**src/rtl/hazard_branch_unit.sv**
```systemverilog
// Hazard, forwarding and branch-resolution control for the 5-stage pipeline.
// It holds a 2-bit saturating BHT that predicts branches held in D on an
// operand hazard. It also keeps saturating branch/mispredict counters.
module hazard_branch_unit #(
  parameter int BHT_BITS = 4,
  parameter int PC_W     = 32,
  parameter int CNT_W    = 16
) (
  input  logic             clk,
  input  logic             reset,
  input  logic [4:0]       rsD,
  input  logic [4:0]       rtD,
  input  logic [4:0]       rsE,
  input  logic [4:0]       rtE,
  input  logic [4:0]       writeregE,
  input  logic [4:0]       writeregM,
  input  logic [4:0]       writeregW,
  input  logic             regwriteE,
  input  logic             regwriteM,
  input  logic             regwriteW,
  input  logic             memtoregE,
  input  logic             memtoregM,
  input  logic             branchD,
  input  logic [5:0]       op,
  input  logic             equalD,
  input  logic [PC_W-1:0]  pcD,
  output logic             stallF,
  output logic             stallD,
  output logic             flushE,
  output logic             forwardAD,
  output logic             forwardBD,
  output logic [1:0]       forwardAE,
  output logic [1:0]       forwardBE,
  output logic             brbitF,
  output logic             branchCorrect,
  output logic [1:0]       brmuxsel,
  output logic [CNT_W-1:0] branchCnt,
  output logic [CNT_W-1:0] mispredCnt
);

  localparam int BHT_N = 1 << BHT_BITS;

  typedef enum logic {S_RUN = 1'b0, S_SPEC = 1'b1} state_t;

  function automatic logic [1:0] sat_inc2(input logic [1:0] v);
    return (v == 2'b11) ? v : v + 2'b01;
  endfunction

  function automatic logic [1:0] sat_dec2(input logic [1:0] v);
    return (v == 2'b00) ? v : v - 2'b01;
  endfunction

  function automatic logic [CNT_W-1:0] sat_cnt_inc(input logic [CNT_W-1:0] v);
    return (&v) ? v : v + 1'b1;
  endfunction

  state_t              r_state;
  state_t              w_next;
  logic                r_pred;
  logic [BHT_BITS-1:0] r_idx;
  logic [1:0]          r_bht [0:BHT_N-1];
  logic [CNT_W-1:0]    r_branch_cnt;
  logic [CNT_W-1:0]    r_mispred_cnt;

  logic [1:0]          w_fwd_ae;
  logic [1:0]          w_fwd_be;
  logic                w_fwd_ad;
  logic                w_fwd_bd;
  logic                w_lwstall;
  logic                w_brhaz;
  logic                w_stall;
  logic                w_taken;
  logic [BHT_BITS-1:0] w_idx;
  logic [1:0]          w_bht_rd;
  logic                w_brbit;
  logic                w_correct;
  logic [1:0]          w_mux;
  logic                w_resolve;
  logic                w_mispred;
  logic                w_latch;
  logic [BHT_BITS-1:0] w_upd_idx;
  logic [1:0]          w_bht_new;
  logic                w_unused_pc;

  // The BHT only looks at the low PC bits; the rest are intentionally ignored.
  assign w_unused_pc = ^pcD[PC_W-1:BHT_BITS];

  // Forwarding: M has the newer value, so it takes priority over W.
  assign w_fwd_ae = (rsE != 5'd0 && regwriteM && writeregM == rsE) ? 2'd2 :
                    (rsE != 5'd0 && regwriteW && writeregW == rsE) ? 2'd1 : 2'd0;
  assign w_fwd_be = (rtE != 5'd0 && regwriteM && writeregM == rtE) ? 2'd2 :
                    (rtE != 5'd0 && regwriteW && writeregW == rtE) ? 2'd1 : 2'd0;
  assign w_fwd_ad = (rsD != 5'd0) && regwriteM && (writeregM == rsD);
  assign w_fwd_bd = (rtD != 5'd0) && regwriteM && (writeregM == rtD);

  // A branch cannot compare until an E-stage ALU result or an M-stage load lands.
  assign w_lwstall = memtoregE && ((rtE == rsD) || (rtE == rtD));
  assign w_brhaz   = branchD &&
                     ((regwriteE && writeregE != 5'd0 &&
                       (writeregE == rsD || writeregE == rtD)) ||
                      (memtoregM && writeregM != 5'd0 &&
                       (writeregM == rsD || writeregM == rtD)));
  assign w_stall   = w_lwstall | w_brhaz;

  assign w_taken   = equalD ^ (op == 6'h05);
  assign w_idx     = pcD[BHT_BITS-1:0];
  assign w_bht_rd  = r_bht[w_idx];
  assign w_bht_new = w_taken ? sat_inc2(r_bht[w_upd_idx]) : sat_dec2(r_bht[w_upd_idx]);

  // Branch FSM next-state and outputs: speculate on a hazard, resolve once it clears.
  always_comb begin
    w_next    = r_state;
    w_brbit   = 1'b0;
    w_correct = 1'b0;
    w_mux     = 2'd0;
    w_resolve = 1'b0;
    w_mispred = 1'b0;
    w_latch   = 1'b0;
    w_upd_idx = w_idx;
    case (r_state)
      S_RUN: begin
        if (branchD) begin
          if (w_brhaz) begin
            w_latch = 1'b1;
            w_brbit = w_bht_rd[1];
            w_next  = S_SPEC;
          end else begin
            w_resolve = 1'b1;
            w_mux     = w_taken ? 2'd1 : 2'd0;
          end
        end
      end
      S_SPEC: begin
        if (!branchD) begin
          w_next = S_RUN;
        end else if (w_brhaz) begin
          w_brbit = r_pred;
        end else begin
          w_resolve = 1'b1;
          w_upd_idx = r_idx;
          w_next    = S_RUN;
          if (r_pred == w_taken) begin
            w_correct = 1'b1;
            w_mux     = w_taken ? 2'd1 : 2'd0;
          end else begin
            w_mispred = 1'b1;
            w_mux     = w_taken ? 2'd1 : 2'd2;
          end
        end
      end
      default: w_next = S_RUN;
    endcase
  end

  // FSM state plus the prediction and index captured on entry to SPEC.
  always_ff @(posedge clk or negedge reset) begin
    if (!reset) begin
      r_state <= S_RUN;
      r_pred  <= 1'b0;
      r_idx   <= '0;
    end else begin
      r_state <= w_next;
      if (w_latch) begin
        r_pred <= w_bht_rd[1];
        r_idx  <= w_idx;
      end
    end
  end

  // BHT training at the resolving edge; entries start weakly not-taken.
  always_ff @(posedge clk or negedge reset) begin
    if (!reset) begin
      for (int i = 0; i < BHT_N; i++) r_bht[i] <= 2'b01;
    end else if (w_resolve) begin
      r_bht[w_upd_idx] <= w_bht_new;
    end
  end

  // Saturating performance counters.
  always_ff @(posedge clk or negedge reset) begin
    if (!reset) begin
      r_branch_cnt  <= '0;
      r_mispred_cnt <= '0;
    end else begin
      if (w_resolve) r_branch_cnt  <= sat_cnt_inc(r_branch_cnt);
      if (w_mispred) r_mispred_cnt <= sat_cnt_inc(r_mispred_cnt);
    end
  end

  // Every output is forced low while reset is held.
  assign stallF        = reset & w_stall;
  assign stallD        = reset & w_stall;
  assign flushE        = reset & w_stall;
  assign forwardAD     = reset & w_fwd_ad;
  assign forwardBD     = reset & w_fwd_bd;
  assign forwardAE     = reset ? w_fwd_ae : 2'd0;
  assign forwardBE     = reset ? w_fwd_be : 2'd0;
  assign brbitF        = reset & w_brbit;
  assign branchCorrect = reset & w_correct;
  assign brmuxsel      = reset ? w_mux : 2'd0;
  assign branchCnt     = r_branch_cnt;
  assign mispredCnt    = r_mispred_cnt;

endmodule

```
**config.mk**
```make
export PLATFORM = sky130hd
export DESIGN_NAME = hazard_branch_unit
export DESIGN_NICKNAME = d
export VERILOG_FILES = /design/src/rtl/hazard_branch_unit.sv
export SDC_FILE = /design/constraint.sdc
export NUM_CORES = 1
export LEC_CHECK = 0
export CAP_MARGIN = 20
export CORE_AREA = 2 2 150 108
export DETAILED_ROUTE_END_ITERATION = 16
export DIE_AREA = 0 0 152 110
export SLEW_MARGIN = 0
export SYNTH_ARGS = -nofsm -noshare
export SYNTH_HDL_FRONTEND = slang
export SYNTH_SLANG_ARGS = --single-unit
```
**constraint.sdc**
```tcl
create_clock -name clk -period 2.9 [get_ports clk]
set_input_delay 0.435 -clock clk [delete_from_list [all_inputs] [get_ports clk]]
set_output_delay 0.435 -clock clk [all_outputs]
set_load 0.005 [all_outputs]
```
[Word level (Yosys, flattened, before mapping)]
Cells that the tools add are included.
Word-level totals
  bits in registers: 70
  input bits: 82
  output and inout port bits: 45
  word-level logic and storage cells: 135
Cells by class
  $add $sub $neg: 4
  $lt $le $gt $ge: 3
  eq/ne operators: 13
  mux-type cells: 48
  bitwise operators: 12
  reduce and logical (&&, ||, !) cells: 34
Operators with widths (number)
  5-bit == test: 10
  2-bit 2-to-1 mux: 17
  16-bit by 1-bit adder with 16-bit output, second input constant: 2
  32-bit bitwise mux: 1
  16-bit AND reduction: 2
  5-bit nonzero test: 6
  1-bit 2-to-1 mux: 22
  1-bit logical AND: 19
  2-bit binary-select mux with 4-bit select: 2
  4-bit 2-to-1 mux: 3
  5-bit >= comparator, second input constant: 2
  4-bit NOT with 5-bit output: 2
  2-bit demux with 4-bit select: 1
  6-bit by 3-bit == test with 1-bit output, second input constant: 1
  1-bit bitwise AND: 5
  5-bit by 1-bit < comparator with 1-bit output, second input constant: 1
  1-bit logical OR: 4
  2-bit case mux with 2 select lines: 1
  2-bit AND reduction: 2
  1-bit NOT: 3
  2-bit by 1-bit adder with 2-bit output, second input constant: 1
  2-bit == test, second input constant: 1
  2-bit logical NOT: 1
  1-bit case mux with 2 select lines: 1
  4 further kinds: 4

[Longest topological paths before layout]
Gate-level depths: netlist of run 1.
  word-level depth: 16
  gate-level depth with buffers: 11
  depth with buffers taken out: 8

[Least setup slack after synthesis of run 1]
OpenSTA, ideal clock, no wires.
  path type: in2reg
  from: input writeregM[1]
  to: register r_bht[13] (netlist name)
  setup time: 0.125 ns
  arrival: 2.791 ns
  required time: 2.775 ns
  path slack: -0.016 ns
  stages on the path: 10
  buffers on the path: 3
  cell sequence: buf_2 > or4_1 > o21ai_1 > a21oi_2 > nor3_1 > buf_4 > mux2_1 > maj3_2 > buf_6 > mux2_2
On the way
  longest elaborated chain between the ends: 16
  elaborated cells between the ends (all ways): 30
  classes of those cells: 2 x add/sub; 2 x order compare; 3 x eq/ne; 14 x mux; 1 x bitwise; 8 x reduce/logical
Ends and longest elaborated chain
  start: declaration: RTL line 16  | input logic [4:0] writeregM,
  5-bit == test / 5-bit nonzero test (equally long branches): RTL line 102, 101
  1-bit logical OR / 1-bit logical AND (equally long branches): RTL line 102, 101
  1-bit logical AND (*): RTL line 101  | (memtoregM && writeregM != 5'd0 &&
  1-bit logical OR (*): RTL line 100  | (writeregE == rsD || writeregE == rtD)) ||
  1-bit logical AND (*): RTL line 98  | assign w_brhaz = branchD &&
  4-bit 2-to-1 mux: RTL line 136  | end else if (w_brhaz) begin
  4-bit 2-to-1 mux: RTL line 134  | if (!branchD) begin
  4-bit 2-to-1 mux: RTL line 120  | case (r_state)
  4-bit NOT with 5-bit output (not written as such): RTL line 108, 175
  2-bit binary-select mux with 4-bit select: RTL line 108  | assign w_bht_new = w_taken ? sat_inc2(r_bht[w_upd_idx]) : sat_dec2(r_bht[w_upd_idx]);
  2-bit 2-to-1 mux (not written as such) (2 in series): RTL line 108
  2-bit by 1-bit subtractor with 2-bit output (tied with other cells): RTL line 50  | return (v == 2'b00) ? v : v - 2'b01;
  2-bit 2-to-1 mux (on tied branches): RTL line 50, 46
  2-bit 2-to-1 mux: RTL line 108
  32-bit bitwise mux: RTL line 175  | r_bht[w_upd_idx] <= w_bht_new;
  end signal: indexed assignment: RTL line 175
  end: declaration: RTL line 61  | logic [1:0] r_bht [0:BHT_N-1];
Mark *: on every way between the ends. The rest lies on a longest branch, timed or not. The select of a mux whose other input is x is not followed.
A chain may end at the register's enable or synchronous reset.

[Worst setup path in the final report of run 1]
  from: input writeregE[1]
  to: output brmuxsel[0]
On the way
  longest elaborated chain between the ends: 9
  elaborated cells between the ends (all ways): 14
  classes of those cells: 2 x eq/ne; 6 x mux; 6 x reduce/logical
Ends and longest elaborated chain
  start: declaration: RTL line 15  | input logic [4:0] writeregE,
  5-bit == test / 5-bit nonzero test (equally long branches): RTL line 100, 99
  1-bit logical OR / 1-bit logical AND (equally long branches): RTL line 100, 99
  1-bit logical AND (*): RTL line 99  | ((regwriteE && writeregE != 5'd0 &&
  1-bit logical OR (*): RTL line 100
  1-bit logical AND (*): RTL line 98
  2-bit 2-to-1 mux / 1-bit 2-to-1 mux (equally long branches): RTL line 136, 123
  2-bit 2-to-1 mux / 1-bit 2-to-1 mux (equally long branches): RTL line 134, 122
  2-bit case mux with 2 select lines (*): RTL line 120
  2-bit 2-to-1 mux (*): RTL line 200  | assign brmuxsel = reset ? w_mux : 2'd0;
  end: declaration: RTL line 36  | output logic [1:0] brmuxsel,
Mark *: on every way between the ends. The rest lies on a longest branch, timed or not.

==> summary.txt, run 1 <==
Timing
  • PnR worst setup slack: between 70 and 80 ps
  • Final slew viol count: 0
  • Tcrit/Tclk final: 97.35%
  • Fin Setup TNS: 0 ps
  • Clk_skew: 9.072 ps
  • Worst rel slew slack: 43.25%
  • Final Setup Violations: 0
  • Achievable clock frequency: 354.2 MHz
  • Final hold violations: 0
  • Minimum clock period: between 2000 and 3000 ps
  • Worst-margin pin slew: ~850 ps
  • RSZ-0062 raised after global routing: false

Global route
  • Initial antenna violation count: 1
  • Vias in the first global route: roughly 3800
  • First-pass GRT wire length: slightly above 20000 µm
  • Total gr overflow: 0
  • Largest net degree at the start of global routing: 67
  • GR Util All Layers: between 10% and 20%

Die
  • Die width: around 150 µm
  • DIE HEIGHT: 110 µm
  • Ports: 127
  • Initial Util: 29.63%
  • Row Count: 38
  • Die area: around 0.017 mm²
  • Core ar.: 0.01526 mm²

Routing
  • First-pass DRT Iterations: 4
  • Via count: roughly 3800
  • Wire length per cell: between 15 and 20 µm
  • WL final: about 13000 µm
  • DRC: 0
  • 1st-iter DRT viols: 194
  • Antenna Nets Post-Route: 0
  • Via density: approximately 4.9

Synthesis
  • Most common cell in the netlist: dfrtp_1
  • Unique masters post-synth: 45
  • Asr flop ratio synth: between 90% and 100%
  • FF+latch count, synth: 70
  • Post-synth top area cell: dfrtp_1
  • Cells after synthesis: roughly 420
  • Synth top cells by count: 54 x dfrtp_1, 46 x xnor2_1, 43 x mux2_2, 33 x xor2_1, 32 x nand2_1
  • Synth Flop Type: dfrtp_1
  • Yosys warning total: 0
  • Synth Area per Inst: around 11 µm²
  • Syn nets: ~500
  • Mapped Area: 0.004522 mm²
  • Top cells by area, synth: dfrtp_1 30%, mux2_2 11%, dfstp_2 9.3%, xnor2_1 8.9%, mux4_2 7.0%
  • Post-synth EDFFs: 0
  • Post-synth top area share: between 20% and 30%
  • Seq/Total Area, Yosys: roughly two fifths

Setup path
  • Startpoint Class: input port
  • Worst-path fanout max: 3
  • Critical path's top delay family: buffers and inverters
  • Crit path DAT: between 2000 and 2500 ps
  • CP Class: input port to output port
  • Crit. End Element: output port
  • Worst EP required: around 2500 ps
  • Worst path slowest cell: clkdlybuf4s50_1
  • Reg2reg path depth: 7
  • R2R Setup Slk: 270 ps
  • R2R Path Start: r_idx[0]$_DFFE_PN0P_
  • Critical Path, Cell by Cell: clkdlybuf4s50_1, or4_1, o21ai_2, a21oi_4, buf_4, nor3_2, and3_1, dlygate4sd2_1
  • Critical Path Max Stage Delay: ~430 ps
  • Crit path buffers/inverters: 3
  • Reg2reg end: r_bht[17]$_DFFE_PN0P_

CTS
  • CTS H-tree lvls: 3
  • TritonCTS buffer count: 9
  • Clock Tree Buf Depth: 2
  • TritonCTS clock tree: built
  • Root Buffer: clkbuf_16
  • Clock slew at reported path FFs: approximately 60 ps
  • Worst-Skew Late Latency: 340 ps
  • Clock Sink Count: 70

Layout
  • Final net count: 652
  • Fin cells: around 770
  • ANT cells: 0
  • Layout cell share with drive strength beyond 1: a little under a third
  • Area Growth Syn to Fin: 44.00%
  • Filler cells: between 1000 and 1500

Placement
  • RePlAce Congestion: 0.8446
  • Post-place setup slack: -483.3 ps
  • PortBufs: just under 100
  • Placed cell count: roughly 750
  • DP HPWL: between 9000 and 10000 µm

Run
  • # Max-Cap Violations: 0

Power
  • VDD IR max: around 0.3 mV
  • Pwr dens: about 640 mW/mm²
  • Leak Pwr: 2.783 nW

Min path
  • Hold Crit Depth: 1
  • Hold/Removal Path Class: flip-flop to flip-flop
  • Worst Hold End: branchCnt[15]$_DFFE_PN0P_
  • Hold Startpoint: branchCnt[15]$_DFFE_PN0P_

Status
  • Status: finished clean
[where the power goes]
part | switching (W) | internal [W] | total (W)
clock network | 0.000436 | 0.000666 | 0.00110
registers | 0.000306 | 0.00133 | 0.00164
logic | 0.000570 | 0.000863 | 0.00143
[layout make-up]
| type | count | area, µm² | area share, % |
|---|---|---|---|
| Multi-Input combinational cell | 319 | 2715 | 41.70 |
| Timing Repair Buffer | 161 | 1454 | 22.33 |
| Tap cell | 200 | 250.2 | 3.843 |
| Clock inverter | 7 | 72.57 | 1.115 |
| Clock buffer | 9 | 225.2 | 3.459 |
| Sequential cell | 70 | 1772 | 27.21 |
| Inverter | 6 | 22.52 | 0.3459 |
[per-layer routing]
metal	up-vias	track usage [%]	routed length, µm
met5	-	0	13
met4	2	3.939	146
met3	15	4.144	791
met2	114	23.62	5583
met1	1853	22.18	6194
li1	1780	-	-
[worst max path at each step]
stage,startpoint,endpoint,slack (ps),cells past startpoint
detailed placement,writeregE[2],r_bht[17]$_DFFE_PN0P_,-480,9
global route,rtE[3],forwardBE[1],0.6,7
CTS,writeregE[3],stallD,-50,8
global placement,rtD[2],brbitF,-430,9
finish,writeregE[1],brmuxsel[0],80,8
floorplan,writeregM[1],r_bht[13]$_DFFE_PN0P_,50,10
[worst register-to-register path, delay by kind of cell, from the launching register on]
kind                       cells  cell delay (ps)
and+or+nand+nor                1              110
muxes                          3             1110
buffers and inverters          1              210
adders and majority gates      1              390
AOI/OAI and AO/OA              1              190
DFF                            1              510
[logic make-up (layout without fill, tap and decap cells)]
group | Yosys count | in the layout | share of synthesized area, %
flip-flops | 70 | 70 | 39.18
XOR/XNOR | 79 | 79 | 15.30
multiplexers | 67 | 67 | 21.00
AO/OA/AOI/OAI | 15 | 15 | 2.020
adder cells (fa/ha/maj) | 5 | 7 | 1.328
AND/OR/NAND/NOR | 151 | 151 | 17.85
buffers and inverters | 30 | 183 | 3.320
[sequential cells by signal (all words and copies together), names as in the netlist]
name,count
r_bht,32
branchCnt,16
mispredCnt,16
r_idx,4
r_pred,1
r_state,1
[metrics by stage]
stage                     hold slack, ps  total power, W  utilization, %  instance area [µm²]
final                              490.9        0.004172           42.66                 6511
after global routing               509.8        0.004400           42.66                 6511
after CTS                          498.6        0.004176           42.13                 6430
after detailed placement           286.4        0.002975           39.88                 6086
after global placement             284.9        0.002919           39.88                 6086
after floorplan                    139.4        0.002430               -                 4527
[repair_timing]
action	CTS	global route
hold endpoints to repair	4	0
hold buffers	1	0
pin swaps	4	12
endpoints found under the setup margin	41	41
setup buffers	1	0
gates resized for setup	36	21
gates cloned	2	0
[cell usage in the layout, fill, tap and decap left out, types with 5 or more instances in the layout]
master	n
dlymetal6s2s_1	8
nand2b_1	16
buf_4	62
nor3_1	17
mux2_2	42
dfstp_2	16
dlygate4sd2_1	15
xnor2_1	46
nor2_1	21
dfrtp_1	54
clkdlybuf4s50_1	73
xor2_1	33
clkbuf_16	9
nand4_1	9
nand3_1	15
and3_1	9
nand2_1	32
or4_1	5
inv_1	6
mux2i_1	5
mux4_2	17
No activity file was read; power rests on OpenSTA's default activity.
==> inputs of run 2 (changes only) <==
--- a/config.mk
+++ b/config.mk
@@ -6,9 +6,9 @@
 export NUM_CORES = 1
 export LEC_CHECK = 0
 export CAP_MARGIN = 20
-export CORE_AREA = 2 2 150 108
+export CORE_AREA = 8 8 156 114
 export DETAILED_ROUTE_END_ITERATION = 16
-export DIE_AREA = 0 0 152 110
+export DIE_AREA = 0 0 164 122
 export SLEW_MARGIN = 0
 export SYNTH_ARGS = -nofsm -noshare
 export SYNTH_HDL_FRONTEND = slang
==> summary.txt, run 2 (synthesis gave the netlist of run 1 again) <==
Setup path
  • Worst EP required: 3110 ps
  • CP Class: input port to flip-flop
  • R2R Setup Slk: ~150 ps
  • Reg2reg path depth: 7
  • Reg2reg end: r_bht[5]$_DFFE_PN0P_
  • Crit. End Element: flip-flop
  • Startpoint Class: input port
  • Worst-path fanout max: 8
  • Crit path DAT: a little over 3000 ps
  • R2R Path Start: r_idx[0]$_DFFE_PN0P_

Status
  • Status: finished clean

Timing
  • Tcrit/Tclk final: a little over nine tenths
  • Achievable clock frequency: about 360 MHz
  • Clk_skew: 5.691 ps
  • Final Setup Violations: 0
  • Worst rel slew slack: between 50% and 60%
  • Final hold violations: 0
  • Final slew viol count: 0
  • Worst-margin pin slew: between 700 and 800 ps
  • Minimum clock period: 2812 ps
  • RSZ-0062 raised after global routing: false

Routing
  • Wire length per cell: about 17 µm
  • M1 WL: ~6200 µm
  • Met2 WL: just under 6000 µm
  • First-pass DRT Iterations: 4
  • DRC: 0
  • Via count: between 3000 and 4000
  • Antenna Nets Post-Route: 0
  • WL met3: roughly 970 µm
  • Uppermost layer routed: met5
  • Via density: between 4 and 5
  • 1st-iter DRT viols: around 190
  • WL final: between 10000 and 15000 µm

Layout
  • Final net count: between 600 and 700
  • Top reg by flops: r_bht
  • Area Growth Syn to Fin: 44.44%
  • ANT cells: 0
  • Layout cell share with drive strength beyond 1: between 30% and 40%
  • Most frequent cells in the layout: 70 x clkdlybuf4s50_1, 62 x buf_4, 54 x dfrtp_1, 45 x xnor2_1, 41 x mux2_2
  • Max reg flops: 32
  • Final Util: between 40% and 50%
  • Finished layout cell area: around 0.0065 mm²
  • Commonest non-fill, non-tap cell in the layout: clkdlybuf4s50_1

Global route
  • Total gr overflow: 0
  • First-pass GRT wire length: between 20000 and 25000 µm
  • Initial antenna violation count: 1
  • Largest net degree at the start of global routing: 42
  • Vias in the first global route: 3965
  • GR Util All Layers: a little over an eighth

Min path
  • Worst Hold End: branchCnt[15]$_DFFE_PN0P_
  • Hold/Removal Path Class: flip-flop to flip-flop
  • Hold Startpoint: branchCnt[15]$_DFFE_PN0P_
  • Hold Crit Depth: 1

Power
  • Pwr dens: 628.8 mW/mm²
  • VDD IR max: just under 0.3 mV
  • Leak Pwr: around 2.9 nW

Die
  • Ports: about 130
  • Row Count: 38
  • Die width: ~160 µm
  • Initial Util: roughly 30%
  • DIE HEIGHT: roughly 120 µm
  • Core ar.: ~0.015 mm²
  • Die area: roughly 0.02 mm²

CTS
  • Clock Sink Count: 70
  • Clock slew at reported path FFs: 60 ps
  • TritonCTS buffer count: 9
  • Worst-Skew Late Latency: between 300 and 400 ps
  • Clock Tree Buf Depth: 2
  • Root Buffer: clkbuf_16
  • TritonCTS clock tree: built
  • CTS H-tree lvls: 3

Placement
  • RePlAce Congestion: 0.8434
  • PortBufs: 98
  • Cell Area, Placed: between 0.006 and 0.007 mm²
  • DP HPWL: approximately 10000 µm

Run
  • # Max-Cap Violations: 0
-- run 2: changes by cell type in the layout (fill, tap and decap cells not counted), sizes merged --
cell / change
dlymetal6s2s: +6
maj3: -1
clkinvlp: -1
clkdlybuf4s50: -3
buf: +1
clkbuf: +3
bufinv: -1
dlygate4sd2: -3
inv: -1
-- run 2: report_power, final --
| group | switching [W] | leakage [nW] | internal [W] |
|---|---|---|---|
| sequential | 0.000325 | 0.882 | 0.00133 |
| combinational | 0.000536 | 1.83 | 0.000848 |
| clock | 0.000416 | 0.145 | 0.000650 |
-- run 2: cell type report --
cell class | count | area, µm²
Sequential cell | 70 | 1772
Multi-Input combinational cell | 318 | 2706
Tap cell | 200 | 250.2
Timing Repair Buffer | 162 | 1484
Fill cell | 1422 | 8731
Clock inverter | 4 | 30.03
Inverter | 6 | 22.52
Clock buffer | 12 | 266.5
-- run 2: worst max-delay path by stage --
| stage | from | end | slack (ps) | cells past startpoint |
|---|---|---|---|---|
| floorplan | writeregM[1] | r_bht[13]$_DFFE_PN0P_ | 50 | 10 |
| global placement | writeregE[2] | flushE | -490 | 8 |
| detailed placement | rtD[2] | flushE | -520 | 8 |
| CTS | writeregM[3] | flushE | -130 | 8 |
| global route | rsD[1] | r_bht[5]$_DFFE_PN0P_ | 30 | 10 |
| finish | rsD[2] | r_bht[5]$_DFFE_PN0P_ | 90 | 11 |
-- run 2: routing by layer --
metal | vias up | global-route usage (%)
met5 | - | 0
met4 | 2 | 3.284
met3 | 17 | 3.775
met2 | 114 | 20.62
met1 | 1867 | 18.19
li1 | 1774 | -
-- run 2: what timing repair did --
action	4_1_cts	5_1_grt
buffers inserted	3	1
pin swaps	5	13
setup endpoints to repair	41	44
hold buffers	1	0
gates cloned	1	0
endpoints found under the hold margin	5	0
gates resized for setup	33	27
-- run 2: through the flow --
| step | std cells | setup TNS (ps) | total power [W] | hold WS, ps | setup WS, ps |
|---|---|---|---|---|---|
| 5_1_grt | 772 | 0 | 0.004356 | 506.2 | 25.16 |
| 6_report | 772 | 0 | 0.004107 | 490.6 | 87.93 |
| 2_1_floorplan | 417 | 0 | 0.002430 | 139.4 | 46.44 |
| 3_3_place_gp | 750 | -17550 | 0.002931 | 292.5 | -487.9 |
| 3_5_place_dp | 750 | -19430 | 0.002984 | 292.8 | -520.9 |
| 4_1_cts | 771 | -415.8 | 0.004138 | 494.5 | -127.9 |
-- run 2: worst max-delay path, stage by stage --
cell,delay (ps)
clkdlybuf4s50_1,450
xor2_1,160
nor3_1,220
nand3_1,160
a21oi_4,210
nor3_2,70
buf_4,150
buf_6,130
mux2_4,330
maj3_4,400
mux2_4,300
